==> config.mk <==
export PLATFORM = sky130hd
export DESIGN_NAME = pwm_capture
export DESIGN_NICKNAME = d
export VERILOG_FILES = /design/src/rtl/pwm_pkg.sv /design/src/rtl/pwm_sync_edge.sv /design/src/rtl/pwm_capture.sv
export SDC_FILE = /design/constraint.sdc
export NUM_CORES = 1
export LEC_CHECK = 0
export CAP_MARGIN = 20
export CORE_UTILIZATION = 45
export DETAILED_ROUTE_END_ITERATION = 8
export GPL_TIMING_DRIVEN = 0
export MAX_ROUTING_LAYER = met4
export PLACE_DENSITY_LB_ADDON = 0.25
export SKIP_CTS_REPAIR_TIMING = 1
export SKIP_LAST_GASP = 1
export SYNTH_ARGS = -nofsm -noshare
export SYNTH_HDL_FRONTEND = slang
export SYNTH_HIERARCHICAL = 1
export SYNTH_SLANG_ARGS = --single-unit
export TNS_END_PERCENT = 100
==> constraint.sdc <==
create_clock -name clk -period 2.8 [get_ports clk]
set_clock_uncertainty 0.05 [all_clocks]
set_input_delay 0.56 -clock clk [delete_from_list [all_inputs] [get_ports clk]]
set_output_delay 0.56 -clock clk [all_outputs]
set_load 0.005 [all_outputs]
==> src/rtl/pwm_pkg.sv <==
`default_nettype none
// ============================================================================
// Module      : pwm_pkg
// Description : Shared definitions for the PWM capture path: FSM state
//               encoding, counter width and the default stuck timeout used
//               alongside the simplePWM generator.
// Revision    : 1.0 - initial release
// ============================================================================
package pwm_pkg;

   localparam int PWM_CNT_W = 32;

   // One second at 50 MHz: a line without edges for this long is stuck.
   localparam logic [PWM_CNT_W-1:0] PWM_TIMEOUT_DEFAULT = 32'd50_000_000;

   typedef enum logic [1:0] {
      ST_IDLE  = 2'd0,
      ST_HIGH  = 2'd1,
      ST_LOW   = 2'd2,
      ST_STUCK = 2'd3
   } pwm_state_t;

endpackage
`default_nettype wire

==> src/rtl/pwm_sync_edge.sv <==
`default_nettype none
// ============================================================================
// Module      : pwm_sync_edge
// Description : Multi-flop synchroniser for an asynchronous input line with
//               registered single-cycle rise/fall pulses.
// Revision    : 1.0 - initial release
// ============================================================================
module pwm_sync_edge #(
   parameter int SYNC_STAGES = 2
) (
   input  logic clk,
   input  logic reset,
   input  logic i_d,
   output logic o_level,
   output logic o_rise,
   output logic o_fall
);

   logic [SYNC_STAGES-1:0] r_sync;
   logic [SYNC_STAGES:0]   r_fill;
   logic                   r_dly;
   logic                   r_rise;
   logic                   r_fall;
   logic                   w_armed;
   logic                   w_rise;
   logic                   w_fall;

   // Edges are only believed once both the synchronised level and its delayed
   // copy hold real line samples, so a line that is already high when reset
   // releases does not look like a fresh rising edge.
   assign w_armed = r_fill[SYNC_STAGES];
   assign w_rise  = w_armed &  r_sync[SYNC_STAGES-1] & ~r_dly;
   assign w_fall  = w_armed & ~r_sync[SYNC_STAGES-1] &  r_dly;

   // Synchroniser chain, fill tracker, delayed level and registered edge pulses.
   always_ff @(posedge clk) begin
      if (!reset) begin
         r_sync <= '0;
         r_fill <= '0;
         r_dly  <= 1'b0;
         r_rise <= 1'b0;
         r_fall <= 1'b0;
      end else begin
         r_sync <= {r_sync[SYNC_STAGES-2:0], i_d};
         r_fill <= {r_fill[SYNC_STAGES-1:0], 1'b1};
         r_dly  <= r_sync[SYNC_STAGES-1];
         r_rise <= w_rise;
         r_fall <= w_fall;
      end
   end

   assign o_level = r_sync[SYNC_STAGES-1];
   assign o_rise  = r_rise;
   assign o_fall  = r_fall;

endmodule
`default_nettype wire

==> src/rtl/pwm_capture.sv <==
`default_nettype none
// ============================================================================
// Module      : pwm_capture
// Description : Measures period and high time of an incoming PWM line in
//               clock cycles and flags a line that stops toggling.
// Revision    : 1.0 - initial release
// ============================================================================
module pwm_capture
   import pwm_pkg::*;
#(
   parameter int                    SYNC_STAGES    = 2,
   parameter logic [PWM_CNT_W-1:0]  TIMEOUT_CYCLES = PWM_TIMEOUT_DEFAULT
) (
   input  logic                 clk,
   input  logic                 reset,
   input  logic                 pwm_in,
   output logic [PWM_CNT_W-1:0] period_meas,
   output logic [PWM_CNT_W-1:0] time_work_meas,
   output logic                 meas_valid,
   output logic                 stuck,
   output logic                 stuck_level
);

   localparam logic [PWM_CNT_W-1:0] c_CNT_ONE = {{(PWM_CNT_W-1){1'b0}}, 1'b1};

   logic                 w_level;
   logic                 w_rise;
   logic                 w_fall;
   logic                 w_timeout;
   logic [PWM_CNT_W-1:0] w_cnt_inc;

   pwm_state_t           r_state,  w_state_nxt;
   logic [PWM_CNT_W-1:0] r_cnt,    w_cnt_nxt;
   logic [PWM_CNT_W-1:0] r_hi_len, w_hi_len_nxt;
   logic [PWM_CNT_W-1:0] r_period, w_period_nxt;
   logic [PWM_CNT_W-1:0] r_tw,     w_tw_nxt;
   logic                 r_valid,  w_valid_nxt;
   logic                 r_stuck,  w_stuck_nxt;
   logic                 r_level,  w_level_nxt;

   pwm_sync_edge #(
      .SYNC_STAGES (SYNC_STAGES)
   ) u_sync_edge (
      .clk     (clk),
      .reset   (reset),
      .i_d     (pwm_in),
      .o_level (w_level),
      .o_rise  (w_rise),
      .o_fall  (w_fall)
   );

   // Counter saturates at the timeout so it can never wrap back into range.
   assign w_timeout = (r_cnt == TIMEOUT_CYCLES);
   assign w_cnt_inc = (r_cnt >= TIMEOUT_CYCLES) ? TIMEOUT_CYCLES : r_cnt + c_CNT_ONE;

   // Next-state and next-output decode; edges take priority over the timeout.
   always_comb begin
      w_state_nxt  = r_state;
      w_cnt_nxt    = r_cnt;
      w_hi_len_nxt = r_hi_len;
      w_period_nxt = r_period;
      w_tw_nxt     = r_tw;
      w_valid_nxt  = 1'b0;
      w_stuck_nxt  = r_stuck;
      w_level_nxt  = r_level;
      unique case (r_state)
         ST_IDLE: begin
            if (w_rise) begin
               w_state_nxt = ST_HIGH;
               w_cnt_nxt   = c_CNT_ONE;
            end
         end
         ST_HIGH: begin
            if (w_rise) begin
               w_cnt_nxt = c_CNT_ONE;
            end else if (w_fall) begin
               w_hi_len_nxt = r_cnt;
               w_cnt_nxt    = w_cnt_inc;
               w_state_nxt  = ST_LOW;
            end else if (w_timeout) begin
               w_stuck_nxt = 1'b1;
               w_level_nxt = w_level;
               w_state_nxt = ST_STUCK;
            end else begin
               w_cnt_nxt = w_cnt_inc;
            end
         end
         ST_LOW: begin
            // LOW is only reachable through HIGH, so a full rise-fall-rise
            // has been observed whenever a rise arrives here.
            if (w_rise) begin
               w_period_nxt = r_cnt;
               w_tw_nxt     = r_hi_len;
               w_valid_nxt  = 1'b1;
               w_cnt_nxt    = c_CNT_ONE;
               w_state_nxt  = ST_HIGH;
            end else if (w_timeout) begin
               w_stuck_nxt = 1'b1;
               w_level_nxt = w_level;
               w_state_nxt = ST_STUCK;
            end else begin
               w_cnt_nxt = w_cnt_inc;
            end
         end
         ST_STUCK: begin
            if (w_rise) begin
               w_stuck_nxt = 1'b0;
               w_cnt_nxt   = c_CNT_ONE;
               w_state_nxt = ST_HIGH;
            end else if (w_fall) begin
               // A high phase that started while stuck is incomplete: restart.
               w_stuck_nxt = 1'b0;
               w_state_nxt = ST_IDLE;
            end
         end
         default: begin
            w_state_nxt = ST_IDLE;
         end
      endcase
   end

   // State, counter and output registers.
   always_ff @(posedge clk) begin
      if (!reset) begin
         r_state  <= ST_IDLE;
         r_cnt    <= '0;
         r_hi_len <= '0;
         r_period <= '0;
         r_tw     <= '0;
         r_valid  <= 1'b0;
         r_stuck  <= 1'b0;
         r_level  <= 1'b0;
      end else begin
         r_state  <= w_state_nxt;
         r_cnt    <= w_cnt_nxt;
         r_hi_len <= w_hi_len_nxt;
         r_period <= w_period_nxt;
         r_tw     <= w_tw_nxt;
         r_valid  <= w_valid_nxt;
         r_stuck  <= w_stuck_nxt;
         r_level  <= w_level_nxt;
      end
   end

   assign period_meas    = r_period;
   assign time_work_meas = r_tw;
   assign meas_valid     = r_valid;
   assign stuck          = r_stuck;
   assign stuck_level    = r_level;

endmodule
`default_nettype wire
After elaboration in Yosys (flattened, before gate mapping)
Index checks and enable logic that the tools add are counted.
- $add $sub $neg: 1
- $lt $le $gt $ge: 1
- equality and inequality tests: 10
- muxes and demuxes: 29
- bitwise gates (word level): 7
- reduce and logical (&&, ||, !) cells: 10
- operators with widths (kind ; number):
    32-bit 2-to-1 mux ; 6
    32-bit case mux with 3 select lines ; 1
    32-bit by 1-bit adder with 32-bit output, second input constant ; 1
    32-bit by 26-bit == test with 1-bit output, second input constant ; 1
    32-bit by 26-bit >= comparator with 1-bit output, second input constant ; 1
    2-bit 2-to-1 mux ; 7
    1-bit 2-to-1 mux ; 12
    2-bit case mux with 4 select lines ; 1
    2-bit != test, second input constant ; 3
    3-bit AND reduction ; 2
    5-bit AND reduction ; 1
    1-bit AND ; 4
    2-bit == test, second input constant ; 2
    2-bit by 1-bit != test with 1-bit output, second input constant ; 2
    2-bit AND reduction ; 2
    4-bit AND reduction ; 1
    3-bit by 1-bit != test with 1-bit output, second input constant ; 1
    1-bit NOT ; 3
    1-bit case mux with 3 select lines ; 1
    3-bit nonzero test ; 1
    2-bit by 1-bit == test with 1-bit output, second input constant ; 1
    2-bit logical NOT ; 1
    1-bit case mux with 2 select lines ; 1
    2-bit nonzero test ; 1
    2-bit OR reduction ; 1
- register bits: 141
- input bits: 3
- output and inout port bits: 67
- logic and storage cells: 72

Longest topological paths before layout
Gate-level depths: netlist (run 1).
- depth after elaboration: 6
- mapped depth: 8
- gate-level depth less buffers: 7

Cells and area by module
The synthesis (run 1) kept the hierarchy.
- by module, submodules not included (module ; times used ; cells an instance ; area an instance (µm²) ; seq. area each (µm²)):
    pwm_capture ; 1 ; 703 ; 5519.0 ; 2662.6
    pwm_sync_edge ; 1 ; 15 ; 217.7 ; 160.2

Least setup slack after synthesis (run 1)
OpenSTA, ideal clock, no wires.
- path kind: register -> register
- from: register r_cnt[0]
- to: register r_cnt[24]
- library setup time: 0.074 ns
- arrival time: 2.133 ns
- data required time: 2.676 ns
- path slack: 0.542 ns
- stages on the path, launching flop included: 8
- buffers on the path: 1
- period minus slack after synthesis: 2.258 ns
- cells stage by stage: dfxtp_1 ha_1 nand3_2 or4_1 buf_2 or3_4 or3_1 a31oi_1
- word-level cells in the longest chain between the ends: 6
- elaborated cells on any way between the ends: 9
- ends and longest elaborated chain (what ; RTL line ; RTL):
    from (decl) ; pwm_capture.sv:33 ; logic [PWM_CNT_W-1:0] r_cnt, w_cnt_nxt;
    from (signal assigned) ; pwm_capture.sv:135 ; r_cnt <= w_cnt_nxt;
    32-bit by 1-bit adder with 32-bit output or 32-bit by 26-bit >= comparator with 1-bit output (tied branches) ; pwm_capture.sv:54 ; assign w_cnt_inc = (r_cnt >= TIMEOUT_CYCLES) ? TIMEOUT_CYCLES : r_cnt + c_CNT_ONE;
    32-bit 2-to-1 mux ; pwm_capture.sv:54 ;
    32-bit 2-to-1 mux ; pwm_capture.sv:80, pwm_capture.sv:97 ;
    32-bit 2-to-1 mux ; pwm_capture.sv:76 ; end else if (w_fall) begin
    32-bit 2-to-1 mux ; pwm_capture.sv:74 ; if (w_rise) begin
    32-bit case mux with 3 select lines * ; pwm_capture.sv:66 ; unique case (r_state)
Mark *: on every way between the ends. The rest lies on a longest branch, timed or not.
A chain may end at the register's enable or synchronous reset.

==> impl_metrics.env, run 1 <==
export IMPL_powerDensity_mw_per_mm2=613
export IMPL_vias_per_cell=5.37
export IMPL_grt_pass1_vias=5058
export IMPL_n_fill_cell=1164
export IMPL_route_met2_wl_mm=7.43
export IMPL_p_leak_nw=2.45
export IMPL_worstSetupStartpointType="input port"
export IMPL_crit_type="in2reg"
export IMPL_dieArea_mm2=0.0132
export IMPL_syn_avg_cell_area_um2=7.99
export IMPL_r2r_cells=8
export IMPL_syn_area_mm2=0.00574
export IMPL_rows=40
export IMPL_synthArstFlopShare_pct=0
export IMPL_clock_sinks=141
export IMPL_syn_inst=718
export IMPL_synth_flop_cell="dfxtp_1"
export IMPL_maxCapViolCount=0
export IMPL_path_max_fanout=13
export IMPL_ctsHtreeMaxLevel=4
export IMPL_synth_edff_count=0
export IMPL_vias=5298
export IMPL_finalPower_mw=4.44
export IMPL_grtUsageTotal_pct=25.9
export IMPL_end_kind="flop"
export IMPL_setup_viol=0
export IMPL_ys_seq_area_share_pct=49.2
export IMPL_cp_arrival_ps=2920
export IMPL_portBuffers=69
export IMPL_finalWeightedCongestion=0.907
export IMPL_fmax_ghz=0.381
export IMPL_reg2reg_to="r_cnt[8]"
export IMPL_endpoint="r_cnt[8]"
export IMPL_wl_met3_um=875
export IMPL_ff2ff_setup_slack_ps=190
export IMPL_irDropWorstVdd_v=0.000358
export IMPL_antennaDiodeCount=0
export IMPL_routed_wl_mm=15.7
export IMPL_numCtsBuffers=17
export IMPL_drv_slew=0
export IMPL_tritoncts="built"
export IMPL_yosys_warnings=6
export IMPL_grt_pass1_wl_mm=25.2
export IMPL_grt_max_degree=17
export IMPL_tns_ps=0
export IMPL_syn_to_final_growth_pct=26.3
export IMPL_fin_area_mm2=0.00724
export IMPL_insertion_delay_ps=420
export IMPL_dp_hpwl_mm=11.3
export IMPL_dr_first_iter_drc_count=354
export IMPL_die_y_um=115
export IMPL_ys_ff_latch=141
export IMPL_core_area_mm2=0.0122
export IMPL_fin_crit_ps=2630
export IMPL_synth_distinct_cells=59
export IMPL_rsz0062_at_grt="false"
export IMPL_clk_pin_slew_ps=60
export IMPL_drc=0
export IMPL_seqCellArea_mm2=0.00282
export IMPL_cts_root_buf="clkbuf_16"
export IMPL_hold_path_class="reg2reg"
export IMPL_grt_ovfl_total=0
export IMPL_yosys_area_top_type="dfxtp_1"
export IMPL_placed_cell_area_mm2=0.00664
export IMPL_fp_dieW_um=115
export IMPL_synthTopCellsByArea="dfxtp_1 49%, nand2_1 15%, a21oi_1 9.9%"
export IMPL_hold_viol_final=0
export IMPL_highest_layer="met4"
export IMPL_startpoint="reset"
export IMPL_final_antenna_net_count=0
export IMPL_period_share_pct=93.8
export IMPL_r2r_start="r_state[1]"
export IMPL_clockBufferDepth=2
export IMPL_max_slew_margin_rel_pct=29.5
export IMPL_wire_per_inst_um=15.9
export IMPL_fin_hold_ws_ps=402
export IMPL_cp_data_required_time_ps=3090
export IMPL_start_util_pct=47.0
export IMPL_nets=816
export IMPL_antenna_found_initial=0
export IMPL_ios=70
export IMPL_drive_above_1_share_pct=7.57
export IMPL_netlist_area_leader_share_pct=49.2
export IMPL_drt_met1_wl_mm=7.04
export IMPL_synth_net_count=728
export IMPL_tightest_slew_ps=1050
export IMPL_status="completed"
export IMPL_firstDrtPassIters=5
export IMPL_multi_input_area_mm2=0.00260
-- layer usage --
layer	up-vias	global-route usage, %
li1	2623	-
met1	2473	31.8
met2	178	41.1
met3	24	5.54
met4	0	11.2
met5	-	-
-- Yosys cell counts (all sizes together) (2+ instances only) --
cell and number:
and4b 2, ha 7, nand4 10, o2111ai 3
and3 9, nand3 18, mux2i 3, o21ai 14
or3 6, o2bb2ai 9, o31ai 2, nor3 5
dfxtp 141, a22o 3, a211oi 4, or2 2
o41ai 2, nand4b 2, nor2 17, a31oi 8
or4 3, buf 7, and2 9, a32oi 2
inv 12, a21oi 113, nor2b 2, clkbuf 44
nand2 233, nor4 8, o22ai 2
-- kinds of logic after synthesis --
| family | count (synthesis) | synth area share [%] |
|---|---|---|
| and+or+nand+nor | 331 | 25.8 |
| AOI/OAI and AO/OA | 170 | 17.1 |
| DFF | 141 | 49.2 |
| buffers and inverters | 64 | 5.54 |
| adders and majority gates | 7 | 1.53 |
| muxes | 4 | 0.720 |
| xor gates and xnor gates | 1 | 0.153 |
-- power breakdown --
group / total, mW / switching, mW / internal (mW)
combinational: 0.139 / 0.0971 / 0.0418
clock: 2.28 / 0.862 / 1.42
sequential: 2.02 / 0.00693 / 2.01
-- critical path: stages --
cell and delay [ps]:
clkdlybuf4s50_1 710, clkinv_1 330, nor2_1 480, clkbuf_1 480, a31oi_1 170, a31oi_1 180
-- sequential cells by signal, indices dropped and copies added (netlist names), 2 cells and up --
register	flops
r_cnt	32
period_meas	32
u_sync_edge/r_fill	3
u_sync_edge/r_sync	2
r_state	2
time_work_meas	32
r_hi_len	32
-- area by class of cell --
class	instances	share of cell area, %
sequential	141	39.0
multi-input combinational	513	35.8
timing repair buffer	69	9.53
clock buffer	18	6.06
buffer	51	3.73
tap	168	2.90
clock inverter	14	2.30
inverter	13	0.674
-- stage by stage --
stage	worst slack, ps	std cells	utilization, %
4_1_cts	224	987	59.3
2_1_floorplan	542	718	-
6_report	175	987	59.3
3_3_place_gp	-189	955	54.4
5_1_grt	29.8	987	59.3
3_5_place_dp	-219	955	54.4
-- worst min-delay path by stage --
stage | start | to | slack (ps) | cells past startpoint
after floorplan | u_sync_edge/r_fill[0] | u_sync_edge/r_fill[1] | 380 | 1
after global placement | u_sync_edge/r_fill[0] | u_sync_edge/r_fill[1] | 390 | 1
after detailed placement | u_sync_edge/r_fill[0] | u_sync_edge/r_fill[1] | 380 | 1
after CTS | period_meas[26] | period_meas[26] | 400 | 2
after global routing | u_sync_edge/r_sync[0] | u_sync_edge/r_sync[1] | 420 | 1
final | period_meas[26] | period_meas[26] | 400 | 2
-- cells in the final DEF (no fill, tap or decap), types with 5 or more instances in the layout --
master / netlist / routed
a21oi_1: 113 / 113
nor4_1: 7 / 7
nand2_1: 233 / 233
nor3_1: 5 / 5
and2_2: 5 / 5
nor2_1: 17 / 17
and3_1: 8 / 8
nand3_1: 17 / 17
clkbuf_16: 0 / 17
a31oi_1: 8 / 8
dfxtp_1: 141 / 141
clkbuf_8: 4 / 5
o21ai_0: 14 / 14
clkdlybuf4s50_1: 0 / 69
ha_1: 7 / 7
inv_1: 12 / 12
o2bb2ai_1: 9 / 9
clkbuf_1: 38 / 37
nand4_1: 9 / 9
Note: power is estimated with default switching activity, not from simulation.
==> inputs of run 2 (changes only) <==
- MAX_ROUTING_LAYER: met4 -> unset
- TNS_END_PERCENT: 100 -> unset
- clock period: 2.8 -> 2.4 ns (I/O delays scaled with it)
==> run 2 against run 1 <==
  * Wire length down 0.52%
  * Sequential cell count unchanged
  * Critical path depth unchanged
  * Final cell count down 0.10%
  * Total power up 17%
  * Non-clock buffer count unchanged
  * Utilization up 0.97 points
  * Highest routed layer unchanged
  * Die area unchanged
  * Register-to-register slack worse by 130 ps
  * First-iteration DRC count up 10%
  * Worst setup slack worse by 110 ps
  * Clock power up 17%
==> impl_metrics.env, run 2 (same netlist as run 1, synthesis figures left out) <==
export IMPL_clk_pin_slew_ps=60
export IMPL_irDropWorstVdd_v=0.000462
export IMPL_clockBufferDepth=2
export IMPL_path_max_fanout=9
export IMPL_nets=816
export IMPL_n_fill_cell=1153
export IMPL_syn_to_final_growth_pct=28.4
export IMPL_slowest_stage="or4b_1"
export IMPL_fin_area_mm2=0.00736
export IMPL_fin_crit_ps=2340
export IMPL_grt_max_degree=17
export IMPL_layout_common_cells="232 x nand2_1, 130 x dfxtp_1, 113 x a21oi_1, 69 x clkdlybuf4s50_1, 35 x clkbuf_1"
export IMPL_hold_path_class="reg2reg"
export IMPL_ios=70
export IMPL_drc=0
export IMPL_final_antenna_net_count=0
export IMPL_finalWeightedCongestion=0.876
export IMPL_firstDrtPassIters=7
export IMPL_grt_ovfl_total=0
export IMPL_rows=40
export IMPL_insertion_delay_ps=420
export IMPL_final_common_cell="nand2_1"
export IMPL_drv_slew=0
export IMPL_cts_root_buf="clkbuf_16"
export IMPL_vias_per_cell=5.41
export IMPL_numCtsBuffers=17
export IMPL_cp_arrival_ps=2570
export IMPL_maxCapViolCount=0
export IMPL_routed_wl_mm=15.6
export IMPL_fmax_ghz=0.428
export IMPL_die_y_um=115
export IMPL_drive_above_1_share_pct=10.4
export IMPL_tritoncts="built"
export IMPL_placed_cell_area_mm2=0.00665
export IMPL_clock_sinks=141
export IMPL_cp_data_required_time_ps=2630
export IMPL_tightest_slew_ps=611
export IMPL_status="completed"
export IMPL_period_share_pct=97.4
export IMPL_fp_dieW_um=115
export IMPL_powerDensity_mw_per_mm2=704
export IMPL_antenna_found_initial=0
export IMPL_core_area_mm2=0.0122
export IMPL_wire_per_inst_um=15.8
export IMPL_grt_pass1_wl_mm=25.4
export IMPL_cpPeakStageDelay_ps=490
export IMPL_crit_chain="buf_6, or4b_1, or4_4, or3_4, o41ai_2, a21oi_1"
export IMPL_rsz0062_at_grt="false"
export IMPL_worstSetupStartpointType="flop"
export IMPL_p_leak_nw=2.50
export IMPL_post_route_util_pct=60.3
export IMPL_max_slew_margin_rel_pct=59.3
export IMPL_crit_type="reg2reg"
export IMPL_antennaDiodeCount=0
export IMPL_setup_viol=0
export IMPL_start_util_pct=47.0
export IMPL_grtUsageTotal_pct=25.2
export IMPL_grt_pass1_vias=5012
export IMPL_hold_viol_final=0
export IMPL_ctsHtreeMaxLevel=4
export IMPL_dieArea_mm2=0.0132
export IMPL_dr_first_iter_drc_count=390
export IMPL_end_kind="flop"
export IMPL_dp_hpwl_mm=11.3
export IMPL_portBuffers=69
export IMPL_vias=5334
==> run 2: final timing paths <==
kind	slack (ps)	cells past startpoint	end	startpoint
setup / recovery	60	6	stuck_level	r_cnt[18]
hold / removal	400	1	u_sync_edge/r_fill[2]	u_sync_edge/r_fill[1]
setup reg to reg	60	6	stuck_level	r_cnt[18]
hold reg to reg	400	1	u_sync_edge/r_fill[2]	u_sync_edge/r_fill[1]
==> run 2: metrics by stage <==
| step | hold WS, ps | TNS (ps) | cells | worst slack, ps | power (mW) |
|---|---|---|---|---|---|
| after global placement | 381 | -7160 | 955 | -523 | 2.56 |
| after CTS | 404 | -1540 | 987 | -151 | 5.21 |
| final | 399 | 0 | 986 | 63.0 | 5.18 |
| after floorplan | 376 | 0 | 718 | 142 | 2.52 |
| after global routing | 416 | 0 | 986 | 0.0688 | 5.33 |
| after detailed placement | 389 | -7840 | 956 | -561 | 2.57 |
==> run 2: layer usage <==
metal,track usage (%),up-vias,share of wire [%]
met5,0,-,0
met4,11.3,0,2.4
met3,5.32,33,5.0
met2,40.4,168,46
met1,32.7,2502,46
li1,-,2631,-
==> run 2: area by class of cell <==
class	count	area (um2)	area share, %
plain buffers	49	278	3.77
flip-flops and latches	141	2840	38.6
repair buffers	71	708	9.62
inverters	13	48.8	0.663
clock buffers	22	464	6.30
clock inverters	9	135	1.84
multi-input cells	513	2680	36.4
well taps	168	210	2.85
==> run 2: critical path: cells and delay by family, from the launching register on <==
family | cells | cell delay, ps
AOI/OAI and AO/OA | 2 | 290
buffers and inverters | 1 | 130
DFF | 1 | 300
and+or+nand+nor | 3 | 1420
==> run 2: power by group <==
| group | internal [mW] | total, mW | switching [mW] |
|---|---|---|---|
| Combinational | 0.0492 | 0.163 | 0.114 |
| Clock | 1.69 | 2.66 | 0.972 |
| Sequential | 2.35 | 2.36 | 0.00923 |
